File: src/rtl/partial_block_accumulator_if.sv
// Handshake and memory-port bundle for partial_block_accumulator.
//   add_*          : upstream partial-block handshake (valid/ack/done, busy)
//   mem_rd_* / mem_wr_* : result-memory read and write ports, one row = {col1, col0}
//   block_count    : completed-block counter
// Modport slave is the accumulator's view; master is the upstream + memory side.
interface partial_block_accumulator_if #(
  parameter int unsigned ADDR_W = 12,
  parameter int unsigned DATA_W = 32
);
  logic                  add_valid;
  logic                  add_overwrite;
  logic                  row_en_1;
  logic                  row_en_2;
  logic [ADDR_W-1:0]     row_1_address;
  logic [ADDR_W-1:0]     row_2_address;
  logic [DATA_W-1:0]     add_data_00;
  logic [DATA_W-1:0]     add_data_01;
  logic [DATA_W-1:0]     add_data_10;
  logic [DATA_W-1:0]     add_data_11;
  logic                  add_ack;
  logic                  add_done;
  logic                  busy;
  logic                  mem_rd_en;
  logic [ADDR_W-1:0]     mem_rd_addr;
  logic [2*DATA_W-1:0]   mem_rd_data;
  logic                  mem_wr_en;
  logic [ADDR_W-1:0]     mem_wr_addr;
  logic [2*DATA_W-1:0]   mem_wr_data;
  logic [15:0]           block_count;

  modport slave (
    input  add_valid, add_overwrite, row_en_1, row_en_2,
    input  row_1_address, row_2_address,
    input  add_data_00, add_data_01, add_data_10, add_data_11,
    input  mem_rd_data,
    output add_ack, add_done, busy,
    output mem_rd_en, mem_rd_addr, mem_wr_en, mem_wr_addr, mem_wr_data,
    output block_count
  );

  modport master (
    output add_valid, add_overwrite, row_en_1, row_en_2,
    output row_1_address, row_2_address,
    output add_data_00, add_data_01, add_data_10, add_data_11,
    output mem_rd_data,
    input  add_ack, add_done, busy,
    input  mem_rd_en, mem_rd_addr, mem_wr_en, mem_wr_addr, mem_wr_data,
    input  block_count
  );
endinterface

File: src/rtl/partial_block_accumulator.sv
// Accumulates one 2x2 partial-product block per handshake into a result memory
// by read-modify-write (two DATA_W words per row).
// Ports:
//   clk, rst : clock, synchronous active-high reset
//   bus      : partial_block_accumulator_if.slave (handshake, memory ports, block_count)
// Sequence: IDLE -> RD1 -> WR1 -> RD2 -> WR2 -> DONE -> IDLE; RDx states are
// skipped when overwriting, disabled rows are skipped entirely.
module partial_block_accumulator #(
  parameter int unsigned MEMORY_HEIGHT = 4000,
  parameter int unsigned ADDR_W        = $clog2(MEMORY_HEIGHT),
  parameter int unsigned DATA_W        = 32,
  parameter int unsigned SATURATE      = 0
) (
  input logic                    clk,
  input logic                    rst,
  partial_block_accumulator_if.slave bus
);

  localparam int unsigned ROW_W = 2 * DATA_W;

  typedef enum logic [2:0] {
    ST_IDLE = 3'd0,
    ST_RD1  = 3'd1,
    ST_WR1  = 3'd2,
    ST_RD2  = 3'd3,
    ST_WR2  = 3'd4,
    ST_DONE = 3'd5
  } state_t;

  // Captured copy of the accepted block; upstream may change inputs after ack.
  typedef struct packed {
    logic              overwrite;
    logic              row_en_2;
    logic [ADDR_W-1:0] row_1_address;
    logic [ADDR_W-1:0] row_2_address;
    logic [DATA_W-1:0] d00;
    logic [DATA_W-1:0] d01;
    logic [DATA_W-1:0] d10;
    logic [DATA_W-1:0] d11;
  } block_t;

  state_t      state;
  state_t      state_next;
  block_t      cap;
  block_t      in_blk;
  logic        accept;
  logic        ack_q;
  logic [15:0] count_q;
  logic [DATA_W-1:0] rd_col0;
  logic [DATA_W-1:0] rd_col1;

  // Element add: wrap, or clamp on signed overflow when SATURATE is set.
  function automatic logic [DATA_W-1:0] add_word(input logic [DATA_W-1:0] a,
                                                 input logic [DATA_W-1:0] b);
    logic [DATA_W-1:0] sum;
    logic              ovf;
    sum = a + b;
    ovf = (a[DATA_W-1] == b[DATA_W-1]) && (sum[DATA_W-1] != a[DATA_W-1]);
    if ((SATURATE != 0) && ovf) begin
      sum = a[DATA_W-1] ? {1'b1, {(DATA_W-1){1'b0}}} : {1'b0, {(DATA_W-1){1'b1}}};
    end
    return sum;
  endfunction

  assign accept  = (state == ST_IDLE) && bus.add_valid;
  assign rd_col0 = bus.mem_rd_data[DATA_W-1:0];
  assign rd_col1 = bus.mem_rd_data[ROW_W-1:DATA_W];

  assign in_blk.overwrite     = bus.add_overwrite;
  assign in_blk.row_en_2      = bus.row_en_2;
  assign in_blk.row_1_address = bus.row_1_address;
  assign in_blk.row_2_address = bus.row_2_address;
  assign in_blk.d00           = bus.add_data_00;
  assign in_blk.d01           = bus.add_data_01;
  assign in_blk.d10           = bus.add_data_10;
  assign in_blk.d11           = bus.add_data_11;

  // State register.
  always_ff @(posedge clk) begin
    if (rst) begin
      state <= ST_IDLE;
    end else begin
      state <= state_next;
    end
  end

  // Block capture, ack pulse and completed-block counter.
  always_ff @(posedge clk) begin
    if (rst) begin
      cap     <= '0;
      ack_q   <= 1'b0;
      count_q <= 16'd0;
    end else begin
      ack_q <= accept;
      if (accept) begin
        cap <= in_blk;
      end
      if (state == ST_DONE) begin
        count_q <= count_q + 16'd1;
      end
    end
  end

  // Next-state logic.
  always_comb begin
    state_next = state;
    case (state)
      ST_IDLE: begin
        if (bus.add_valid) begin
          if (bus.row_en_1) begin
            state_next = bus.add_overwrite ? ST_WR1 : ST_RD1;
          end else if (bus.row_en_2) begin
            state_next = bus.add_overwrite ? ST_WR2 : ST_RD2;
          end else begin
            state_next = ST_DONE;
          end
        end
      end
      ST_RD1: state_next = ST_WR1;
      ST_WR1: begin
        if (cap.row_en_2) begin
          state_next = cap.overwrite ? ST_WR2 : ST_RD2;
        end else begin
          state_next = ST_DONE;
        end
      end
      ST_RD2:  state_next = ST_WR2;
      ST_WR2:  state_next = ST_DONE;
      ST_DONE: state_next = ST_IDLE;
      default: state_next = ST_IDLE;
    endcase
  end

  // Output decode; write data uses the read data returned for the preceding RDx.
  always_comb begin
    bus.busy        = 1'b0;
    bus.add_done    = 1'b0;
    bus.mem_rd_en   = 1'b0;
    bus.mem_rd_addr = '0;
    bus.mem_wr_en   = 1'b0;
    bus.mem_wr_addr = '0;
    bus.mem_wr_data = '0;
    bus.busy        = (state != ST_IDLE);
    case (state)
      ST_RD1: begin
        bus.mem_rd_en   = 1'b1;
        bus.mem_rd_addr = cap.row_1_address;
      end
      ST_WR1: begin
        bus.mem_wr_en   = 1'b1;
        bus.mem_wr_addr = cap.row_1_address;
        bus.mem_wr_data = cap.overwrite ? {cap.d01, cap.d00}
                                        : {add_word(rd_col1, cap.d01), add_word(rd_col0, cap.d00)};
      end
      ST_RD2: begin
        bus.mem_rd_en   = 1'b1;
        bus.mem_rd_addr = cap.row_2_address;
      end
      ST_WR2: begin
        bus.mem_wr_en   = 1'b1;
        bus.mem_wr_addr = cap.row_2_address;
        bus.mem_wr_data = cap.overwrite ? {cap.d11, cap.d10}
                                        : {add_word(rd_col1, cap.d11), add_word(rd_col0, cap.d10)};
      end
      ST_DONE: bus.add_done = 1'b1;
      default: ;
    endcase
  end

  assign bus.add_ack     = ack_q;
  assign bus.block_count = count_q;

endmodule

File: src/flat_wrapper.sv
// flat-port wrapper written by rule: the top's interface ports become plain ports
module partial_block_accumulator_flat 
#(
  parameter int unsigned MEMORY_HEIGHT = 4000,
  parameter int unsigned ADDR_W        = $clog2(MEMORY_HEIGHT),
  parameter int unsigned DATA_W        = 32,
  parameter int unsigned SATURATE      = 0
)
  (clk, rst, bus_add_valid, bus_add_overwrite, bus_row_en_1, bus_row_en_2, bus_row_1_address, bus_row_2_address, bus_add_data_00, bus_add_data_01, bus_add_data_10, bus_add_data_11, bus_mem_rd_data, bus_add_ack, bus_add_done, bus_busy, bus_mem_rd_en, bus_mem_rd_addr, bus_mem_wr_en, bus_mem_wr_addr, bus_mem_wr_data, bus_block_count);
  partial_block_accumulator_if #(.ADDR_W(ADDR_W), .DATA_W(DATA_W)) bus_i ();
  input logic clk;
  input logic rst;
  input wire logic [$bits(bus_i.add_valid)-1:0] bus_add_valid;
  input wire logic [$bits(bus_i.add_overwrite)-1:0] bus_add_overwrite;
  input wire logic [$bits(bus_i.row_en_1)-1:0] bus_row_en_1;
  input wire logic [$bits(bus_i.row_en_2)-1:0] bus_row_en_2;
  input wire logic [$bits(bus_i.row_1_address)-1:0] bus_row_1_address;
  input wire logic [$bits(bus_i.row_2_address)-1:0] bus_row_2_address;
  input wire logic [$bits(bus_i.add_data_00)-1:0] bus_add_data_00;
  input wire logic [$bits(bus_i.add_data_01)-1:0] bus_add_data_01;
  input wire logic [$bits(bus_i.add_data_10)-1:0] bus_add_data_10;
  input wire logic [$bits(bus_i.add_data_11)-1:0] bus_add_data_11;
  input wire logic [$bits(bus_i.mem_rd_data)-1:0] bus_mem_rd_data;
  output wire logic [$bits(bus_i.add_ack)-1:0] bus_add_ack;
  output wire logic [$bits(bus_i.add_done)-1:0] bus_add_done;
  output wire logic [$bits(bus_i.busy)-1:0] bus_busy;
  output wire logic [$bits(bus_i.mem_rd_en)-1:0] bus_mem_rd_en;
  output wire logic [$bits(bus_i.mem_rd_addr)-1:0] bus_mem_rd_addr;
  output wire logic [$bits(bus_i.mem_wr_en)-1:0] bus_mem_wr_en;
  output wire logic [$bits(bus_i.mem_wr_addr)-1:0] bus_mem_wr_addr;
  output wire logic [$bits(bus_i.mem_wr_data)-1:0] bus_mem_wr_data;
  output wire logic [$bits(bus_i.block_count)-1:0] bus_block_count;
  assign bus_i.add_valid = bus_add_valid;
  assign bus_i.add_overwrite = bus_add_overwrite;
  assign bus_i.row_en_1 = bus_row_en_1;
  assign bus_i.row_en_2 = bus_row_en_2;
  assign bus_i.row_1_address = bus_row_1_address;
  assign bus_i.row_2_address = bus_row_2_address;
  assign bus_i.add_data_00 = bus_add_data_00;
  assign bus_i.add_data_01 = bus_add_data_01;
  assign bus_i.add_data_10 = bus_add_data_10;
  assign bus_i.add_data_11 = bus_add_data_11;
  assign bus_i.mem_rd_data = bus_mem_rd_data;
  assign bus_add_ack = bus_i.add_ack;
  assign bus_add_done = bus_i.add_done;
  assign bus_busy = bus_i.busy;
  assign bus_mem_rd_en = bus_i.mem_rd_en;
  assign bus_mem_rd_addr = bus_i.mem_rd_addr;
  assign bus_mem_wr_en = bus_i.mem_wr_en;
  assign bus_mem_wr_addr = bus_i.mem_wr_addr;
  assign bus_mem_wr_data = bus_i.mem_wr_data;
  assign bus_block_count = bus_i.block_count;
  partial_block_accumulator #(.MEMORY_HEIGHT(MEMORY_HEIGHT), .ADDR_W(ADDR_W), .DATA_W(DATA_W), .SATURATE(SATURATE)) u_core (.clk(clk), .rst(rst), .bus(bus_i));
endmodule
File: config.mk
export PLATFORM = sky130hd
export DESIGN_NAME = partial_block_accumulator_flat
export DESIGN_NICKNAME = d
export VERILOG_FILES = /design/src/rtl/partial_block_accumulator_if.sv /design/src/rtl/partial_block_accumulator.sv /design/src/flat_wrapper.sv
export SDC_FILE = /design/constraint.sdc
export NUM_CORES = 1
export LEC_CHECK = 0
export BUFFER_PORTS_ARGS = -buffer_cell sky130_fd_sc_hd__buf_2
export CAP_MARGIN = 25
export CORE_MARGIN = 1
export CORE_UTILIZATION = 49
export DETAILED_ROUTE_END_ITERATION = 16
export GPL_ROUTABILITY_DRIVEN = 0
export GPL_TIMING_DRIVEN = 0
export MAX_ROUTING_LAYER = met4
export PLACE_DENSITY_LB_ADDON = 0.3
export SLEW_MARGIN = 20
export SYNTH_ARGS = -nofsm -noshare
export SYNTH_HDL_FRONTEND = slang
export SYNTH_SLANG_ARGS = --single-unit
File: constraint.sdc
create_clock -name clk -period 3.9 [get_ports clk]
set_clock_uncertainty 0.05 [all_clocks]
set_input_delay 0.195 -clock clk [delete_from_list [all_inputs] [get_ports clk]]
set_output_delay 0.195 -clock clk [all_outputs]
set_load 0.02 [all_outputs]
Word level (Yosys, flattened, before mapping)

Cells that the tools add are included.

Add/sub/neg operators: 5
Eq/ne operators: 6
Multiplexer cells: 16
Reduce and logical (&&, ||, !) cells: 5

Operators by type and width:

| kind                    | number |
|---|---|
| $add A32 B32 Y32        | 4 |
| $mux W64                | 2 |
| $pmux W64 S2            | 1 |
| $pmux W12 S2            | 2 |
| $mux W3                 | 6 |
| $add A16 B1 Y16 const B | 1 |
| $pmux W3 S5             | 1 |
| $eq A3 B2 Y1 const B    | 2 |
| $eq A3 B3 Y1 const B    | 2 |
| $reduce_or A2 Y1        | 2 |
| $eq A3 B1 Y1 const B    | 1 |
| $logic_not A3 Y1        | 1 |
| $mux W1                 | 3 |
| $reduce_bool A3 Y1      | 1 |
| $mux W2                 | 1 |
| $ne A2 B2 Y1 const B    | 1 |
| $logic_and A1 B1 Y1     | 1 |

Register bits: 174
Input port bits: 222
Output and inout bits: 109

Depth between registers and ports, before layout

Gate-level depths: netlist of the first run.

Depth after elaboration: 5
Depth in mapped cells: 13
Gate-level depth less buffers: 13

Least setup slack after synthesis of the first run

Ideal clock, no wire load.

Kind: register to output
Start point: reg u_core.cap[32] (netlist bit)
End point: out bus_mem_wr_data[28]
Data arrival time: 3,000 ps
Path slack: 655 ps
Cell stages (with the launch flop): 13
Cell sequence: dfxtp_1 > ha_1 > fa_1 > a21oi_1 > o211a_1 > nor4_1 > or2_4 > a221oi_4 > a21oi_2 > a221oi_2 > o21ai_0 > xnor2_1 > o221ai_1

Word-level cells in the longest chain between the ends: 3

Ends and longest elaborated chain:

| what                     | RTL line                         | source |
|---|---|---|
| start: declaration       | partial_block_accumulator.sv:44  | `block_t cap;` |
| start signal: assignment | partial_block_accumulator.sv:96  | `cap <= in_blk;` |
| $add A32 B32 Y32         | partial_block_accumulator.sv:57  | `sum = a + b;` |
| $mux W64                 | partial_block_accumulator.sv:162 | `bus.mem_wr_data = cap.overwrite ? {cap.d11, cap.d10}` |
| $pmux W64 S2             | partial_block_accumulator.sv:144 | `case (state)` |
| end: declaration         | flat_wrapper.sv:31               | `output wire logic [$bits(bus_i.mem_wr_data)-1:0] bus_mem_wr_data;` |

Every way passes these cells.

Worst setup path after layout of the first run

Start point: reg u_core.cap[64] (netlist bit)
End point: out bus_mem_wr_data[60]

Word-level cells in the longest chain between the ends: 3

Ends and longest elaborated chain:

| what             | RTL line                         | source |
|---|---|---|
| $add A32 B32 Y32 | partial_block_accumulator.sv:57  |  |
| $mux W64         | partial_block_accumulator.sv:152 | `bus.mem_wr_data = cap.overwrite ? {cap.d01, cap.d00}` |
| $pmux W64 S2     | partial_block_accumulator.sv:144 |  |

Every way passes these cells.

==> impl_metrics.toml, run 1 <==
[setup_path]
crit_path_top_delay_cell = "fa_2"
end_kind = "output port"
rrSetupSlack_ns = 0.32
critPathLaunchType = "flop"
crit_family = "compound AO/OA/AOI/OAI gates"
cp_max_fo = 4
path_buf_inv = 2
r2r-start = "u_core.state[1]$_SDFFE_PP0P_"
reg2reg_depth = 8
timing.rr.end = "u_core.cap[39]$_SDFFE_PP0P_"
path_class = "flop to output port"
cp_cell_sequence = "ha_4 > inv_2 > fa_2 > nor2b_2 > o31a_1 > o21bai_2 > a211oi_2 > o211ai_1 > o211ai_1 > a31oi_1 > o21ai_1 > mux2i_1 > o211ai_1 > buf_4"
critPathRequiredTime_ns = 3.65
cp_slowest_stage_delay_ns = 0.37
cp_common_cell = "o211ai_1"
cp.arrival_ns = 3.65

[worst_hold_path]
hold_class = "input port to flop"
hold_end = "u_core.cap[62]$_SDFFE_PP0P_"
whs_path_depth = 3
min_from = "bus_add_data_10[30]"

[clocking]
clock_latency_ns = 0.45
cts_tree = "built"
path_clk_slew_ns = 0.07
cts.path.max_buffers = 2
clkSinkCount = 174
cts_root_buf = "clkbuf_16"
cts_buffers = 17
htree_num_levels = 4

[placed_design]
dp_hpwl_microns = 42670
placed_area_sq_um = 16420
port_buffers = 329

[logic_synthesis]
syn_area_per_cell_sq_um = 7.189
synth_nets = 2339
synthFlopType = "dfxtp_1"
ys_ff_latch = 174
async_flop_share_pct = 0
synth_cell_types = 75
seq_area_frac_synth_pct = 24.37
yosysTopAreaCell = "dfxtp_1"
synth_common_cells = "nand2_1, a21oi_1, dfxtp_1"
netlist_top_cells_area = "dfxtp_1, a21oi_1, ha_1"
synth_edf_count = 0
synth_cells = 1988
yosysWarnings = 0
synth_area_sq_um = 14290
synth.most_common_cell = "nand2_1"
synth_top_area_share_pct = 24.37

[route]
routed_wl_microns = 58420
wl_per_cell_microns = 20.10
ant_nets = 0
dr.pass1.iters = 9
vias_per_cell = 6.111
drt_iter0_drc = 2273
num_vias = 17764
route.detailed.drc = 0

[finish]
area_delta_synth_final_pct = 33.50
final_area_sq_um = 19080
drive_above_1_share_pct = 18.77
fillCellCount = 2452
fin_nets = 2858

[timing]
rsz0062_at_grt = "true"
clock.fmax_mhz = 256.4
finalSetupViolCount = 0
finalCritPeriodShare_pct = 100.0
finalHoldViolations = 0
timing.hold.ws_ns = 0.03841
finalMaxSlewViolations = 0
finalCriticalPeriod_ns = 3.900
maxSlewHeadroom_pct = 30.51
tightest_slew_ns = 1.042

[floorplan]
core-area_sq_um = 28700
start_util_pct = 49.80
die_width_microns = 172.8
rows = 62
die_area_sq_um = 29850
num_io_pins = 331
chipHeight_microns = 172.8

[pwr]
power_frac_seq_pct = 27.2
p_sw_mw = 3.645
p_int_mw = 4.468
leakage_nw = 8.581
vdd_drop_max_mv = 0.2612
p_per_area_nw_per_um2 = 425.2
comb_power_share_pct = 49.4
pwr-share-clk_pct = 23.5
p_sw_share_pct = 44.93

[grt]
grt_use_total_pct = 38.39
grt.busiest_layer = "met2"
grt_overflow_total = 0
grt_use_met3_pct = 8.553
met1_usage_pct = 46.26
antenna_found_initial = 3
grt_pass1_wl_microns = 87260
grt_pass1_vias = 16272
met2_usage_pct = 59.56
grt_max_degree = 19

[run]
drv_cap = 0

[run_status]
outcome = "finished, final reports clean"
[registers in the layout (all words and copies together), names as in the netlist]
name / cells
u_core.cap: 154
u_core.bus.block_count: 16
u_core.state: 3
u_core.bus.add_ack: 1
[cells by family (layout without fill, tap and decap cells)]
kind of cell    Yosys count  count (layout)  synth area share (%)
other cells               0               3                     0
xor+xnor                116             116                 7.108
flops                   174             174                 24.37
simple gates            697             697                 20.81
buf+inv                 153             685                 4.018
mux                      26              26                 1.821
compound gates          693             693                 30.37
fa+ha+maj               129             129                 11.50
[layout make-up]
| cell class | count | area [sq um] | area share [%] |
|---|---|---|---|
| Multi-Input combinational cell | 1661 | 10570 | 55.40 |
| Sequential cell | 174 | 3493 | 18.31 |
| Timing Repair Buffer | 502 | 3331 | 17.46 |
| Tap cell | 384 | 480.5 | 2.518 |
| Clock buffer | 18 | 439.2 | 2.302 |
| Buffer | 112 | 424.2 | 2.223 |
| Clock inverter | 14 | 187.7 | 0.9836 |
| Inverter | 39 | 146.4 | 0.7672 |
| Antenna cell | 3 | 7.507 | 0.03934 |
[timing repair]
action,in CTS,in global routing
hold endpoints to repair,148,1
hold buffers,148,1
resized for setup,33,64
endpoints found under the setup margin,23,25
setup buffers,11,13
pin swaps,20,29
gates cloned,0,0
[worst max path at each step]
| stage | startpoint | endpoint | slack (ns) | depth (start not counted) |
|---|---|---|---|---|
| 6_report | u_core.cap[64]$_SDFFE_PP0P_ | bus_mem_wr_data[60] | 0.0001 | 14 |
| 5_1_grt | u_core.cap[64]$_SDFFE_PP0P_ | bus_mem_wr_data[60] | -0.08 | 14 |
| 4_1_cts | u_core.cap[32]$_SDFFE_PP0P_ | bus_mem_wr_data[24] | 0.003 | 14 |
| 3_5_place_dp | u_core.cap[1]$_SDFFE_PP0P_ | bus_mem_wr_data[63] | 0.18 | 12 |
| 3_3_place_gp | u_core.cap[1]$_SDFFE_PP0P_ | bus_mem_wr_data[63] | 0.18 | 12 |
| 2_1_floorplan | u_core.cap[32]$_SDFFE_PP0P_ | bus_mem_wr_data[28] | 0.65 | 12 |
[power by group through the flow]
stage	registers, mW	clock network [mW]	logic (mW)
floorplan	2.15	0	2.50
global placement	2.22	0	3.52
detailed placement	2.23	0	3.58
CTS	2.19	1.90	3.78
global route	2.22	1.96	4.30
finish	2.21	1.90	4.00
[per-stage QoR]
stage	total power, mW	setup WS (ns)	std cells	util (%)	TNS (ns)
6_report	8.114	0.0001066	2907	66.48	0
5_1_grt	8.482	-0.08286	2907	66.48	-0.2236
4_1_cts	7.864	0.002900	2890	65.21	0
3_5_place_dp	5.804	0.1837	2701	57.22	0
3_3_place_gp	5.734	0.1827	2701	57.21	0
2_1_floorplan	4.657	0.6547	1988	-	0
[worst register-to-register path, delay by kind of cell, from the launching register on]
family	cells	cell delay, ns
AO/OA/AOI/OAI	1	0.17
flip-flops	1	0.30
buffers and inverters	4	2.13
AND/OR/NAND/NOR	3	0.87
[per-layer routing]
layer / up-vias / routed length, microns
met1: 8128 / 22650
met5: - / 0
met4: 0 / 3546
met2: 1180 / 25590
met3: 272 / 6635
li1: 8184 / -
[layout by cell type, fill, tap and decap left out, types with 13 or more instances in the layout]
master and count:
nand2_1 406, buf_2 324, a21oi_1 309, dfxtp_1 168, dlygate4sd3_1 149, nor2_1 144
ha_1 116, clkbuf_1 95, o21ai_0 84, a21o_1 64, xor2_1 61, xnor2_1 54
inv_1 38, nand3_1 34, buf_4 29, o22ai_1 26, mux2i_1 26, nor3_1 18
and3_1 17, a22o_1 17, clkbuf_16 17, a221oi_1 16, o211ai_1 16, nand4_1 15
buf_1 14, a211oi_1 14, a31oi_1 13
No activity file was read; power rests on OpenSTA's default activity.
==> inputs of run 2 (changes only) <==
- clock period: 3.9 -> 4.5 ns (I/O delays scaled with it)
==> impl_metrics.toml, run 2 (same netlist as run 1, synthesis figures left out) <==
[grt]
grt_pass1_wl_microns = 86460
grt_overflow_total = 0
grt_max_degree = 19
grt_use_total_pct = 38.08
antenna_found_initial = 3
grt_pass1_vias = 16039

[setup_path]
reg2reg_depth = 8
cp.depth = 14
cp_common_cell = "o211ai_1"
path_class = "flop to output port"
cp_cell_sequence = "ha_1 > inv_1 > fa_1 > nor2b_1 > o31a_1 > o21bai_1 > a211oi_1 > o211ai_1 > o211ai_1 > a31oi_1 > o21ai_0 > mux2i_1 > o211ai_1 > buf_2"
end_kind = "output port"
cp.arrival_ns = 4.11
path_buf_inv = 2
cp_slowest_stage_delay_ns = 0.51
crit_path_top_delay_cell = "a211oi_1"
cp_max_fo = 4
crit_family = "compound AO/OA/AOI/OAI gates"
critPathRequiredTime_ns = 4.22
critPathLaunchType = "flop"

[timing]
clock.fmax_mhz = 228.2
maxSlewHeadroom_pct = 25.20
finalSetupViolCount = 0
finalCriticalPeriod_ns = 4.381
tightest_slew_ns = 1.118
fin_setup_tns_ns = 0
finalMaxSlewViolations = 0
finalCritPeriodShare_pct = 97.36
rsz0062_at_grt = "false"
finalHoldViolations = 0

[route]
dr.pass1.iters = 12
drt_iter0_drc = 2072
route.detailed.drc = 1
vias_per_cell = 6.040
num_vias = 17378
wl_per_cell_microns = 19.83
ant_nets = 0
routed_wl_microns = 57040

[floorplan]
die_width_microns = 172.8
num_io_pins = 331
die_area_sq_um = 29850
chipHeight_microns = 172.8
rows = 62
start_util_pct = 49.80
core-area_sq_um = 28700

[pwr]
leakage_nw = 8.388
vdd_drop_max_mv = 0.2239
p_per_area_nw_per_um2 = 371.5

[clocking]
cts.path.max_buffers = 2
htree_num_levels = 4
cts_root_buf = "clkbuf_16"
clkSinkCount = 174
clock_latency_ns = 0.45
path_clk_slew_ns = 0.07
cts_tree = "built"
cts_buffers = 17
post-cts-setup-buffer-count = 0

[placed_design]
port_buffers = 329
dp_hpwl_microns = 42670

[finish]
fin_util_pct = 64.35
area_delta_synth_final_pct = 29.24
drive_above_1_share_pct = 15.50
largest_reg_flops = 154
final_common_cell = "nand2_1"
top_register = "u_core.cap"
seqCellArea_sq_um = 3483
multiInputGateArea_sq_um = 10240
fin_nets = 2828
fillCellCount = 2539
layout_common_cells = "nand2_1, buf_2, a21oi_1"

[run_status]
outcome = "finished, violations left"
violations = "DRC"

[worst_hold_path]
hold_class = "input port to flop"
whs_path_depth = 3

[run]
drv_cap = 0
[run 2: repair_timing]
item,4_1_cts,5_1_grt
setup endpoints to repair,0,1
gates resized for setup,0,1
hold endpoints to repair,141,0
hold buffers,141,0
[run 2: metrics by stage]
| stage | setup slack [ns] | cell area, sq um | hold WS [ns] | total power, mW | std cells |
|---|---|---|---|---|---|
| 2_1_floorplan | 1.225 | 14290 | 0.3110 | 4.036 | 1988 |
| 3_3_place_gp | 0.7325 | 16420 | 0.4055 | 4.969 | 2701 |
| 3_5_place_dp | 0.7331 | 16420 | 0.4138 | 5.030 | 2701 |
| 4_1_cts | 0.2432 | 18460 | 0.001278 | 6.759 | 2874 |
| 5_1_grt | 0.03380 | 18470 | 0.02301 | 7.199 | 2877 |
| 6_report | 0.1188 | 18470 | 0.007481 | 6.862 | 2877 |
[run 2: metal layers]
metal | vias to the layer above | share of wire [%] | global-route usage, %
met2 | 1098 | 44 | 58.90
met5 | - | 0 | -
met4 | 0 | 5.2 | 20.21
met3 | 219 | 11 | 8.509
met1 | 7929 | 39 | 46.17
li1 | 8132 | - | -
[run 2: worst register-to-register path, cell delays in order, from the launching register on]
cell      delay [ns]
dfxtp_1         0.30
clkbuf_1        0.25
nor2_1          0.43
and3_1          0.21
clkbuf_1        0.60
clkbuf_1        0.62
buf_1           0.62
nand2_1         0.21
a21oi_1         0.16
[run 2: worst paths after layout]
path	from	to	slack, ns
worst max register to register	u_core.state[1]$_SDFFE_PP0P_	u_core.cap[39]$_SDFFE_PP0P_	0.97
worst min-delay path	bus_add_data_10[27]	u_core.cap[59]$_SDFFE_PP0P_	0.007
worst max-delay path	u_core.cap[64]$_SDFFE_PP0P_	bus_mem_wr_data[60]	0.12
worst min register to register	u_core.cap[149]$_SDFFE_PP0P_	u_core.cap[149]$_SDFFE_PP0P_	0.42
[run 2: area by class of cell]
cell class,instances,area share [%]
Multi-Input combinational cell,1661,55.44
Sequential cell,174,18.86
Timing Repair Buffer,470,16.55
Tap cell,384,2.601
Clock buffer,18,2.378
Buffer,114,2.317
Clock inverter,14,1.016
Inverter,39,0.7925
Antenna cell,3,0.04064
[run 2: power by group]
group / total (mW) / switching, mW / internal (mW)
clock network: 1.64 / 0.772 / 0.870
registers: 1.91 / 0.182 / 1.72
logic: 3.31 / 2.12 / 1.19
